## src/rtl/axi_rt_pkg.sv

```systemverilog
// Shared definitions for the real-time transaction throttle: AXI channel
// structs, counter-width helper, stall-counter width and the limit clamp.
package axi_rt_pkg;

    localparam int unsigned StallCntWidth = 32'd32;
    localparam int unsigned AtopRResp     = 32'd5;

    typedef struct packed {
        logic [3:0]  id;
        logic [31:0] addr;
        logic [7:0]  len;
        logic [5:0]  atop;
    } axi_rt_aw_t;

    typedef struct packed {
        logic [3:0]  id;
        logic [31:0] addr;
        logic [7:0]  len;
    } axi_rt_ar_t;

    typedef struct packed {
        logic [31:0] data;
        logic [3:0]  strb;
        logic        last;
    } axi_rt_w_t;

    typedef struct packed {
        logic [3:0] id;
        logic [1:0] resp;
    } axi_rt_b_t;

    typedef struct packed {
        logic [3:0]  id;
        logic [31:0] data;
        logic [1:0]  resp;
        logic        last;
    } axi_rt_r_t;

    typedef struct packed {
        axi_rt_aw_t aw;
        logic       aw_valid;
        axi_rt_w_t  w;
        logic       w_valid;
        logic       b_ready;
        axi_rt_ar_t ar;
        logic       ar_valid;
        logic       r_ready;
    } axi_rt_req_t;

    typedef struct packed {
        logic      aw_ready;
        logic      ar_ready;
        logic      w_ready;
        logic      b_valid;
        axi_rt_b_t b;
        logic      r_valid;
        axi_rt_r_t r;
    } axi_rt_resp_t;

    function automatic int unsigned idx_width(input int unsigned n);
        return (n > 32'd1) ? 32'($clog2(n)) : 32'd1;
    endfunction

    // The hardware cap always wins so the counters cannot run past it.
    function automatic logic [31:0] clamp_limit(input logic en, input logic [31:0] req,
                                                input logic [31:0] cap);
        logic [31:0] lim;
        if (en && (req < cap)) begin
            lim = req;
        end else begin
            lim = cap;
        end
        return lim;
    endfunction

endpackage

```

## src/rtl/axi_rt_txn_counter.sv

```systemverilog
// One outstanding-transaction counter with its limit gate and the commit flag
// that keeps an already-presented request valid until it is accepted.
module axi_rt_txn_counter
    import axi_rt_pkg::*;
#(
    parameter int unsigned MaxTxns  = 32'd1,
    parameter int unsigned CntWidth = idx_width(MaxTxns + 32'd1)
) (
    input  logic                clk_i,
    input  logic                rst_i,
    input  logic                enable_i,
    input  logic [CntWidth-1:0] max_i,
    input  logic                inc_a_i,
    input  logic                inc_b_i,
    input  logic                dec_i,
    input  logic                extra_block_i,
    input  logic                req_valid_i,
    input  logic                req_ready_i,
    output logic                at_limit_o,
    output logic                block_o,
    output logic [CntWidth-1:0] cnt_o
);

    logic [CntWidth-1:0] cnt_r;
    logic [CntWidth-1:0] cnt_d_s;
    logic                commit_r;
    logic                commit_d_s;
    logic [31:0]         lim_s;
    logic                fwd_valid_s;

    assign lim_s       = clamp_limit(enable_i, 32'(max_i), MaxTxns);
    assign at_limit_o  = (32'(cnt_r) >= lim_s);
    assign block_o     = (at_limit_o | extra_block_i) & ~commit_r;
    assign fwd_valid_s = req_valid_i & ~block_o;
    assign cnt_o       = cnt_r;

    // Net change of the outstanding count for this cycle's handshakes
    always_comb begin
        cnt_d_s = cnt_r + CntWidth'(inc_a_i) + CntWidth'(inc_b_i) - CntWidth'(dec_i);
    end

    // Remember a request shown downstream but not yet accepted
    always_comb begin
        if (fwd_valid_s && req_ready_i) begin
            commit_d_s = 1'b0;
        end else if (fwd_valid_s) begin
            commit_d_s = 1'b1;
        end else begin
            commit_d_s = commit_r;
        end
    end

    // Counter and commit flag registers
    always_ff @(posedge clk_i or posedge rst_i) begin
        if (rst_i) begin
            cnt_r    <= {CntWidth{1'b0}};
            commit_r <= 1'b0;
        end else begin
            cnt_r    <= cnt_d_s;
            commit_r <= commit_d_s;
        end
    end

endmodule

```

## src/rtl/axi_rt_txn_throttle.sv

```systemverilog
// Outstanding-transaction limiter for the RT unit master port; all channels
// pass through combinationally. Optional stall statistics: AXI_RT_THROTTLE_STATS_EN.
module axi_rt_txn_throttle
    import axi_rt_pkg::*;
#(
    parameter int unsigned MaxReadTxns  = 32'd0,
    parameter int unsigned MaxWriteTxns = 32'd0,
    parameter type         axi_req_t    = axi_rt_req_t,
    parameter type         axi_resp_t   = axi_rt_resp_t,
    parameter int unsigned RCntWidth    = idx_width(MaxReadTxns + 32'd1),
    parameter int unsigned WCntWidth    = idx_width(MaxWriteTxns + 32'd1)
) (
    input  logic                 clk_i,
    input  logic                 rst_i,
    input  axi_req_t             slv_req_i,
    output axi_resp_t            slv_resp_o,
    output axi_req_t             mst_req_o,
    input  axi_resp_t            mst_resp_i,
    input  logic                 enable_i,
    input  logic [RCntWidth-1:0] max_r_i,
    input  logic [WCntWidth-1:0] max_w_i,
    output logic [RCntWidth-1:0] num_r_pending_o,
    output logic [WCntWidth-1:0] num_w_pending_o,
    output logic                 r_throttled_o,
`ifdef AXI_RT_THROTTLE_STATS_EN
    output logic                 w_throttled_o,
    input  logic                 clear_stats_i,
    output logic [31:0]          r_stall_o,
    output logic [31:0]          w_stall_o
`else
    output logic                 w_throttled_o
`endif
);

    logic r_block_s;
    logic w_block_s;
    logic r_at_limit_s;
    logic w_at_limit_s;
    logic atop_r_s;
    logic ar_hs_s;
    logic aw_hs_s;
    logic r_last_hs_s;
    logic b_hs_s;

    assign atop_r_s    = slv_req_i.aw.atop[AtopRResp];
    assign ar_hs_s     = slv_req_i.ar_valid & ~r_block_s & mst_resp_i.ar_ready;
    assign aw_hs_s     = slv_req_i.aw_valid & ~w_block_s & mst_resp_i.aw_ready;
    assign r_last_hs_s = mst_resp_i.r_valid & slv_req_i.r_ready & mst_resp_i.r.last;
    assign b_hs_s      = mst_resp_i.b_valid & slv_req_i.b_ready;

    // Atomics with a read response also occupy a read slot.
    axi_rt_txn_counter #(
        .MaxTxns  (MaxReadTxns),
        .CntWidth (RCntWidth)
    ) u_r_cnt (
        .clk_i         (clk_i),
        .rst_i         (rst_i),
        .enable_i      (enable_i),
        .max_i         (max_r_i),
        .inc_a_i       (ar_hs_s),
        .inc_b_i       (aw_hs_s & atop_r_s),
        .dec_i         (r_last_hs_s),
        .extra_block_i (1'b0),
        .req_valid_i   (slv_req_i.ar_valid),
        .req_ready_i   (mst_resp_i.ar_ready),
        .at_limit_o    (r_at_limit_s),
        .block_o       (r_block_s),
        .cnt_o         (num_r_pending_o)
    );

    axi_rt_txn_counter #(
        .MaxTxns  (MaxWriteTxns),
        .CntWidth (WCntWidth)
    ) u_w_cnt (
        .clk_i         (clk_i),
        .rst_i         (rst_i),
        .enable_i      (enable_i),
        .max_i         (max_w_i),
        .inc_a_i       (aw_hs_s),
        .inc_b_i       (1'b0),
        .dec_i         (b_hs_s),
        .extra_block_i (atop_r_s & r_at_limit_s),
        .req_valid_i   (slv_req_i.aw_valid),
        .req_ready_i   (mst_resp_i.aw_ready),
        .at_limit_o    (w_at_limit_s),
        .block_o       (w_block_s),
        .cnt_o         (num_w_pending_o)
    );

    // Pass-through with only the AR/AW handshake gated
    always_comb begin
        mst_req_o           = slv_req_i;
        mst_req_o.ar_valid  = slv_req_i.ar_valid & ~r_block_s;
        mst_req_o.aw_valid  = slv_req_i.aw_valid & ~w_block_s;
        slv_resp_o          = mst_resp_i;
        slv_resp_o.ar_ready = mst_resp_i.ar_ready & ~r_block_s;
        slv_resp_o.aw_ready = mst_resp_i.aw_ready & ~w_block_s;
    end

    assign r_throttled_o = r_block_s & slv_req_i.ar_valid;
    assign w_throttled_o = w_block_s & slv_req_i.aw_valid;

`ifdef AXI_RT_THROTTLE_STATS_EN
    logic [StallCntWidth-1:0] r_stall_r;
    logic [StallCntWidth-1:0] w_stall_r;

    // Saturating stall-cycle counters; a clear beats a same-cycle increment
    always_ff @(posedge clk_i or posedge rst_i) begin
        if (rst_i) begin
            r_stall_r <= {StallCntWidth{1'b0}};
            w_stall_r <= {StallCntWidth{1'b0}};
        end else if (clear_stats_i) begin
            r_stall_r <= {StallCntWidth{1'b0}};
            w_stall_r <= {StallCntWidth{1'b0}};
        end else begin
            if (r_throttled_o && (r_stall_r != {StallCntWidth{1'b1}})) begin
                r_stall_r <= r_stall_r + 32'd1;
            end
            if (w_throttled_o && (w_stall_r != {StallCntWidth{1'b1}})) begin
                w_stall_r <= w_stall_r + 32'd1;
            end
        end
    end

    assign r_stall_o = r_stall_r;
    assign w_stall_o = w_stall_r;
`endif

endmodule

```

## config.mk

```make
export PLATFORM = sky130hd
export DESIGN_NAME = axi_rt_txn_throttle
export DESIGN_NICKNAME = d
export VERILOG_FILES = /design/src/rtl/axi_rt_pkg.sv /design/src/rtl/axi_rt_txn_counter.sv /design/src/rtl/axi_rt_txn_throttle.sv
export SDC_FILE = /design/constraint.sdc
export NUM_CORES = 1
export LEC_CHECK = 0
export CORE_AREA = 2 2 147 149
export DETAILED_ROUTE_END_ITERATION = 16
export DIE_AREA = 0 0 149 151
export GPL_TIMING_DRIVEN = 0
export MAX_ROUTING_LAYER = met4
export PLACE_DENSITY_LB_ADDON = 0.2
export SLEW_MARGIN = 0
export SYNTH_ARGS = -nofsm -noshare
export SYNTH_HDL_FRONTEND = slang
export SYNTH_SLANG_ARGS = --single-unit
export TNS_END_PERCENT = 1
```

## constraint.sdc

```tcl
create_clock -name clk_i -period 2.8 [get_ports clk_i]
set_input_delay 0.42 -clock clk_i [delete_from_list [all_inputs] [get_ports clk_i]]
set_output_delay 0.42 -clock clk_i [all_outputs]
set_load 0.005 [all_outputs]
```

; Word-level counts from Yosys, hierarchy flattened
; Index checks and enable logic that the tools add are counted.
[totals]
reg_bits = 4
[op_classes]
order_cmp = 2
n_reduce_logical = 4
n_bitwise = 20
muxes = 4
addsub = 5
[ops]
columns = op, count
row1 = $and 1x1->1, 15
row2 = $mux 1, 4
row3 = $not 1->1, 4
row4 = $reduce_bool 2->1, 2
row5 = $add 1x1->1, 3
row6 = $ge 1x1->1 const B, 2
row7 = $logic_and 1x1->1, 2
row8 = $sub 1x1->1, 2
row9 = $or 1x1->1, 1

; Logic depth before layout (Yosys ltp)
[logic_depth]
ltp_word = 10
ltp_mapped = 3
ltp_nobuf = 3

; Cells and area by module
; From an unflattened synthesis, not the netlist that was laid out.
[hier_totals]
cells_unflattened = 215
area_unflattened_um2 = 1661.6
[by_module_without_submodules]
columns = mod, area_each_um2, n_inst, cells_each
row1 = axi_rt_txn_throttle, 1461.4, 1, 195
row2 = axi_rt_txn_counter, 100.1, 2, 10

; Worst setup path before layout
; No wires, ideal clock.
[synth_path]
path_type = input port to output port
start = in slv_req_i[85] in the netlist's numbering
end = out mst_req_o[85] in the netlist's numbering
arrival_ns = 0.707
slack_ns = 1.673
n_path_buf = 1
path_stages = 2
t_required_ns = 2.380
path_cell_list = and2_2 > buf_4
[synth_rtl]
columns = item, line_no
row1 = from (decl), axi_rt_txn_throttle.sv:15  ; input axi_req_t slv_req_i,
row2 = to (decl), axi_rt_txn_throttle.sv:17  ; output axi_req_t mst_req_o,

; Worst setup path in the final report
[layout_path]
start = in slv_req_i[85] in the netlist's numbering
end = out mst_req_o[85] in the netlist's numbering
[layout_between]
elab_chain_len = 1
[layout_lines]
columns = item
row1 = $and 1x1->1
; Every way passes these cells.

==> impl_results.html <==
<table>
<tr><th>Metric</th><th>Value</th></tr>
<tr><th colspan="2">Outcome</th></tr>
<tr><td>Result of the run</td><td>completed</td></tr>
<tr><th colspan="2">Final layout</th></tr>
<tr><td>Area growth from synthesis to layout</td><td>150.9%</td></tr>
<tr><td>Count of placed standard cells in the final layout, fillers left out</td><td>between 600 and 700</td></tr>
<tr><td>Combined area of the multi-input logic cells</td><td>about 130 sq um</td></tr>
<tr><td>NumNets Final</td><td>~600</td></tr>
<tr><td>Ratio of cells with drive above 1 in the final layout</td><td>0.4623</td></tr>
<tr><td>Sequential Area</td><td>roughly 100 sq um</td></tr>
<tr><td>Fill cell count</td><td>2336</td></tr>
<tr><td>Final core utilization</td><td>0.1941</td></tr>
<tr><td>Area of all placed cells without fillers</td><td>between 4000 and 5000 sq um</td></tr>
<tr><td>Final antenna diode count</td><td>0</td></tr>
<tr><th colspan="2">Critical path</th></tr>
<tr><td>Worst-path cell chain</td><td>clkdlybuf4s50_1 &gt; and2_2 &gt; buf_4 &gt; clkdlybuf4s50_1</td></tr>
<tr><td>Critical register-to-register path endpoint</td><td>u_r_cnt.cnt_o</td></tr>
<tr><td>Crit path arrival time</td><td>roughly 1.7 ns</td></tr>
<tr><td>Worst R2R Path Depth</td><td>3</td></tr>
<tr><td>Req. time, crit path</td><td>2.38 ns</td></tr>
<tr><td>Cell mode on critical path</td><td>clkdlybuf4s50_1</td></tr>
<tr><td>Stages on worst setup path</td><td>4</td></tr>
<tr><td>Type of destination of the critical path</td><td>primary output</td></tr>
<tr><td>Reg-to-reg slack, setup</td><td>about 1.8 ns</td></tr>
<tr><td>Setup Crit Path Kind</td><td>input pin to primary output</td></tr>
<tr><td>Worst reg2reg path startpoint</td><td>u_w_cnt.commit_r</td></tr>
<tr><td>CP max FO</td><td>5</td></tr>
<tr><td>Gate family responsible for the most delay along the worst path</td><td>buffers and inverters</td></tr>
<tr><td>Highest-delay cell along the critical path</td><td>clkdlybuf4s50_1</td></tr>
<tr><td>Largest stage delay on the critical path</td><td>~0.55 ns</td></tr>
<tr><td>Type of element launching the critical path</td><td>input pin</td></tr>
<tr><td>Critical path buffers and inverters</td><td>3</td></tr>
<tr><th colspan="2">Logic synthesis</th></tr>
<tr><td>Part of the Yosys area used for sequential elements</td><td>0.06211</td></tr>
<tr><td>Synthesized-area fraction occupied by xor and xnor cells</td><td>0.02717</td></tr>
<tr><td>Dominant combinational cell family by area after synthesis</td><td>buffers and inverters</td></tr>
<tr><td>Area of the mapped netlist</td><td>roughly 1600 sq um</td></tr>
<tr><td>FF+latch count, synth</td><td>4</td></tr>
<tr><td>Number of nets produced by synthesis</td><td>398</td></tr>
<tr><td>Commonest cells post-synth</td><td>buf_4 (184), dfrtp_1 (4), nand3_1 (3), xnor2_1 (3)</td></tr>
<tr><td>Commonest register cell after synthesis</td><td>dfrtp_1</td></tr>
<tr><td>Multiplexer area fraction after synthesis</td><td>0</td></tr>
<tr><td>Avg Synthesized Cell Area</td><td>just under 8 sq um</td></tr>
<tr><td>Post-synth top area cell</td><td>buf_4</td></tr>
<tr><td>Fraction of post-synthesis cell area in the top cell type by area</td><td>0.8571</td></tr>
<tr><td>Post-synthesis share of cell area spent on and, or, nand and nor gates</td><td>0.04193</td></tr>
<tr><td>Asr flop ratio synth</td><td>1.000</td></tr>
<tr><td>Post-synthesis compound-gate area fraction</td><td>0.009317</td></tr>
<tr><td>Synthesized netlist cell count</td><td>about 210</td></tr>
<tr><td>Post-synthesis adder-cell area fraction</td><td>0</td></tr>
<tr><td>Total number of yosys warnings</td><td>0</td></tr>
<tr><td>Number of enable flip-flop cells after synthesis</td><td>0</td></tr>
<tr><td>Cell types with the largest area share after synthesis</td><td>buf_4 (86%), dfrtp_1 (6.2%), xnor2_1 (1.6%)</td></tr>
<tr><td>Most repeated cell in the gate-level netlist after synthesis</td><td>buf_4</td></tr>
<tr><td>Distinct cells, synth</td><td>13</td></tr>
<tr><th colspan="2">GRT</th></tr>
<tr><td>First-pass GRT wire length</td><td>approximately 8 mm</td></tr>
<tr><td>Number of global-route vias before repair</td><td>~1.7k</td></tr>
<tr><td>Global Route met2 Usage</td><td>0.1007</td></tr>
<tr><td>Remaining global-route overflow</td><td>0</td></tr>
<tr><td>Busiest metal layer after global routing</td><td>met2</td></tr>
<tr><td>Overall global routing resource usage</td><td>0.04649</td></tr>
<tr><td>Antenna violations before repair</td><td>0</td></tr>
<tr><td>Met3 track demand over resource in global routing</td><td>0.009337</td></tr>
<tr><td>Largest net degree at the start of global routing</td><td>7</td></tr>
<tr><td>Global-route met1 utilization</td><td>0.03520</td></tr>
<tr><th colspan="2">Floorplan</th></tr>
<tr><td>I/O Pins</td><td>381</td></tr>
<tr><td>Die X</td><td>about 150 microns</td></tr>
<tr><td>Std cell rows</td><td>53</td></tr>
<tr><td>Die Height</td><td>~150 microns</td></tr>
<tr><td>Effective utilization at floorplan</td><td>0.07739</td></tr>
<tr><td>Overall die area</td><td>about 22000 sq um</td></tr>
<tr><td>Core area</td><td>around 21000 sq um</td></tr>
<tr><th colspan="2">Timing</th></tr>
<tr><td>Final worst path period share</td><td>0.7649</td></tr>
<tr><td>Total negative slack</td><td>0 ns</td></tr>
<tr><td>Final worst clock skew</td><td>0.001243 ns</td></tr>
<tr><td>Maximum clock rate</td><td>between 400 and 500 MHz</td></tr>
<tr><td>Transition time at the pin with the least slew margin</td><td>0.1795 ns</td></tr>
<tr><td>Min Tclk post-route</td><td>2.142 ns</td></tr>
<tr><td>Worst slew margin relative to its limit</td><td>0.8793</td></tr>
<tr><td>Final Hold Viols</td><td>0</td></tr>
<tr><td>Pins over their slew limit</td><td>0</td></tr>
<tr><td>Final setup violating endpoints</td><td>0</td></tr>
<tr><td>Unrepaired setup endpoints after global routing</td><td>no</td></tr>
<tr><th colspan="2">CTS</th></tr>
<tr><td>CTS tree</td><td>built</td></tr>
<tr><td>Clock root buffer</td><td>clkbuf_16</td></tr>
<tr><td>Number of buffers added to fix hold violations after cts</td><td>0</td></tr>
<tr><td>H-tree depth</td><td>1</td></tr>
<tr><td>Number of clock sinks</td><td>4</td></tr>
<tr><td>Max clock buf depth</td><td>2</td></tr>
<tr><td>Post_cts resized</td><td>0</td></tr>
<tr><td>Post-CTS Setup Bufs</td><td>0</td></tr>
<tr><td>Clock slew at reported path FFs</td><td>~0.030 ns</td></tr>
<tr><td>CTS buffer count</td><td>3</td></tr>
<tr><td>Clock insertion delay at the later pin of the skew report</td><td>0.23 ns</td></tr>
<tr><th colspan="2">Power</th></tr>
<tr><td>Ratio of total power to cell area</td><td>216.9 nW/um^2</td></tr>
<tr><td>Leak Pwr</td><td>roughly 0.0018 uW</td></tr>
<tr><td>Max VDD drop</td><td>0.1342 mV</td></tr>
<tr><th colspan="2">Detailed routing</th></tr>
<tr><td># DRC</td><td>0</td></tr>
<tr><td>Number of nets with antenna violations after detailed routing</td><td>0</td></tr>
<tr><td>WL final</td><td>between 6 and 7 mm</td></tr>
<tr><td>DR WL/cell</td><td>9.224 microns</td></tr>
<tr><td>Drt initial violations</td><td>5</td></tr>
<tr><td>Via density</td><td>between 2 and 3</td></tr>
<tr><td>Overall via count from detail_route</td><td>approximately 1.8k</td></tr>
<tr><td>Number of search-and-repair iterations in the first detailed-routing pass</td><td>2</td></tr>
<tr><th colspan="2">Place</th></tr>
<tr><td>Number of placed cells counting well taps</td><td>between 600 and 700</td></tr>
<tr><td>Detailed-placement wirelength estimate</td><td>just over 6 mm</td></tr>
<tr><td>Final estimated routing congestion in global placement</td><td>a little under 0.7</td></tr>
<tr><td>Placed instance area</td><td>just under 4000 sq um</td></tr>
<tr><td>Buffers on Ports</td><td>around 200</td></tr>
<tr><th colspan="2">Job</th></tr>
<tr><td>Maxcap violations</td><td>0</td></tr>
<tr><th colspan="2">Min path</th></tr>
<tr><td>Tightest Hold Check Type</td><td>input pin to asynchronous set/reset pin</td></tr>
</table>
## flip-flops by register name, indices dropped and copies added (netlist names)
register,count
u_r_cnt.commit_r,1
u_w_cnt.commit_r,1
u_r_cnt.cnt_o,1
u_w_cnt.cnt_o,1
## through the flow
| stage | power [uW] | setup slack (ns) | hold slack, ns |
|---|---|---|---|
| 3_3_place_gp | 664.9 | 0.6530 | 0.5681 |
| 4_1_cts | 892.5 | 0.6329 | 0.4155 |
| 2_1_floorplan | 325.5 | 1.673 | 0.1861 |
| 5_1_grt | 929.2 | 0.5957 | 0.4276 |
| 3_5_place_dp | 663.0 | 0.6381 | 0.5689 |
| 6_report | 876.9 | 0.6582 | 0.3980 |
## per-layer routing
metal / share of wire / vias to the layer above
met1: 0.23 / 778
met4: 0.017 / 0
met5: 0 / -
li1: - / 851
met2: 0.60 / 213
met3: 0.15 / 5
## power breakdown
group,leakage (uW),switching (uW),internal (uW)
sequential,0.0000513,10.6,73.3
combinational,0.00171,132,437
clock,0.0000370,41.4,183
## area by class of cell
type                            instances  area share
Multi-Input combinational cell         18     0.03126
Tap cell                              275     0.08511
Timing Repair Buffer                  201      0.4977
Clock buffer                            3     0.01857
Buffer                                184      0.3417
Inverter                                1   0.0009285
Sequential cell                         4     0.02476
## logic make-up after synthesis
family	after synthesis
AOI/OAI and AO/OA	2
DFF	4
and+or+nand+nor	11
buffers and inverters	185
xor gates and xnor gates	5
## worst register-to-register path, stage by stage (launching register included)
cell and delay [ns]:
dfrtp_1 0.42, nand4_1 0.12, xor2_1 0.19, xnor2_1 0.12
## worst max-delay path by stage
stage / slack, ns / endpoint / from
2_1_floorplan: 1.67 / mst_req_o[85] / slv_req_i[85]
3_3_place_gp: 0.65 / mst_req_o[85] / slv_req_i[85]
3_5_place_dp: 0.64 / mst_req_o[85] / slv_req_i[85]
4_1_cts: 0.63 / mst_req_o[85] / slv_req_i[85]
5_1_grt: 0.60 / mst_req_o[85] / slv_req_i[85]
6_report: 0.66 / mst_req_o[85] / slv_req_i[85]
## cell usage in the layout (no fill, tap or decap)
cell type / instances
nand2_1: 1
xnor2_1: 3
inv_1: 1
xor2_1: 2
nand3_1: 3
buf_4: 184
and2_2: 2
and2b_2: 1
nand4_1: 1
clkbuf_16: 3
a21boi_0: 2
and2_1: 2
dfrtp_1: 4
clkdlybuf4s50_1: 201
nor2b_1: 1
Power figures use the tool's default switching activity.
==> patch, RTL diff (same settings) <==
Put a register stage on the outputs `r_throttled_o` and `w_throttled_o`. The values now appear one clock later. The other outputs are not delayed to match.
--- a/src/rtl/axi_rt_txn_throttle.sv
+++ b/src/rtl/axi_rt_txn_throttle.sv
@@ -97,8 +97,10 @@
         slv_resp_o.aw_ready = mst_resp_i.aw_ready & ~w_block_s;
     end
 
-    assign r_throttled_o = r_block_s & slv_req_i.ar_valid;
-    assign w_throttled_o = w_block_s & slv_req_i.aw_valid;
+    always_ff @(posedge clk_i) begin
+        r_throttled_o <= r_block_s & slv_req_i.ar_valid;
+        w_throttled_o <= w_block_s & slv_req_i.aw_valid;
+    end
 
 `ifdef AXI_RT_THROTTLE_STATS_EN
     logic [StallCntWidth-1:0] r_stall_r;
Behaviour: not the same (a bounded check fails within 4 cycles, from zero or initial values and one cycle with rst_i high).
==> patch against the unedited design <==
- non-clock buffer count stayed put
- sequential power rose by 36%
- clock skew is essentially flat
- largest cell class unchanged
- sequential cell count rose by 2
- count of clock-buffer cells in the layout unchanged
- routed wire length fell by 2.4%
- global-route usage down 0.39 points
- setup slack improved by 0.032 ns
- hold slack worse by 0.0051 ns
- combinational power is essentially flat
- design area up 0.99%
- power grew 4.4%
- synthesized area increased by 2.5%
==> patch: results <==
export IMPL_drt_total_wl_um=6170
export IMPL_cts_buffers=3
export IMPL_grt_pass1_wl_um=7660
export IMPL_cp_slowest_stage_delay_ns=0.53
export IMPL_skew_ns=0.000822
export IMPL_synth_avg_cell_area_um2=7.90
export IMPL_drc=0
export IMPL_seq_area_frac_synth_pct=8.48
export IMPL_final_util_pct=19.6
export IMPL_synthTopCellsByArea="buf_4 (84%), dfrtp_1 (6.1%), dfxtp_1 (2.4%), xnor2_1 (1.6%), xor2_1 (1.1%)"
export IMPL_place_congestion=0.629
export IMPL_hpwl_um=5860
export IMPL_p_leak_uw=0.00182
export IMPL_n_antenna_cell=0
export IMPL_placed_cell_area_um2=4010
export IMPL_vias=1835
export IMPL_hp_class="input pin to asynchronous set/reset pin"
export IMPL_fillCellCount=2360
export IMPL_slew_headroom_pct=86.8
export IMPL_grt_start_max_net_pins=7
export IMPL_ys_types=14
export IMPL_post_drt_wl_per_cell_um=8.97
export IMPL_ir_worst_vdd_uv=143
export IMPL_status="complete, no violations"
export IMPL_dp_cells=685
export IMPL_nNetsFinal=606
export IMPL_grt_total_usage_pct=4.26
export IMPL_grt_pass1_vias=1670
export IMPL_arrival_ns=1.69
export IMPL_drt_iter0_drc=3
export IMPL_async_flop_share_pct=66.7
export IMPL_drive_gt1_share_pct=46.0
export IMPL_synth_fp_nets=400
-- patch: cell types whose count changed after synthesis, sizes merged --
cell,unedited run,this run
dfxtp,0,2
-- patch: path summary, 6_finish.rpt --
path,end,slack [ns]
min in group clk_i,r_throttled_o$_DFF_P_,0.48
max,mst_req_o[85],0.69
min,u_w_cnt.cnt_o$_DFF_PP0_,0.39
min reg2reg,r_throttled_o$_DFF_P_,0.48
max in group asynchronous,u_r_cnt.commit_r$_DFFE_PP0P_,2.24
max reg2reg,u_r_cnt.cnt_o$_DFF_PP0_,1.86
-- patch: cell families (layout without fill, tap and decap cells) --
logic type	count (synthesis)	in the layout	share of synthesized area (%)
AO/OA/AOI/OAI	2	2	0.909
XOR/XNOR	5	5	2.65
buffers and inverters	185	389	83.9
flip-flops	6	6	8.49
AND/OR/NAND/NOR	11	11	4.09
-- patch: layout make-up --
type	instances	share of cell area, %
Buffer	184	33.8
Clock buffer	3	1.84
Inverter	1	0.0919
Multi-Input combinational cell	18	3.10
Sequential cell	6	3.43
Tap cell	275	8.43
Timing Repair Buffer	201	49.3
-- patch: routing by layer --
metal	GRT usage [%]	vias up	share of wire, %
met5	-	-	0
met4	1.57	0	1.5
met3	0.934	7	13
met2	9.17	191	61
met1	3.43	779	24
li1	-	858	-
-- patch: metrics by stage --
step / total power [µW] / worst slack, ns
finish: 915 / 0.690
global placement: 692 / 0.698
detailed placement: 690 / 0.695
CTS: 932 / 0.699
global route: 963 / 0.666
floorplan: 356 / 1.67
-- patch: report_power, final --
part | internal, µW | switching [µW]
registers | 103 | 10.3
clock network | 184 | 51.4
logic | 437 | 130
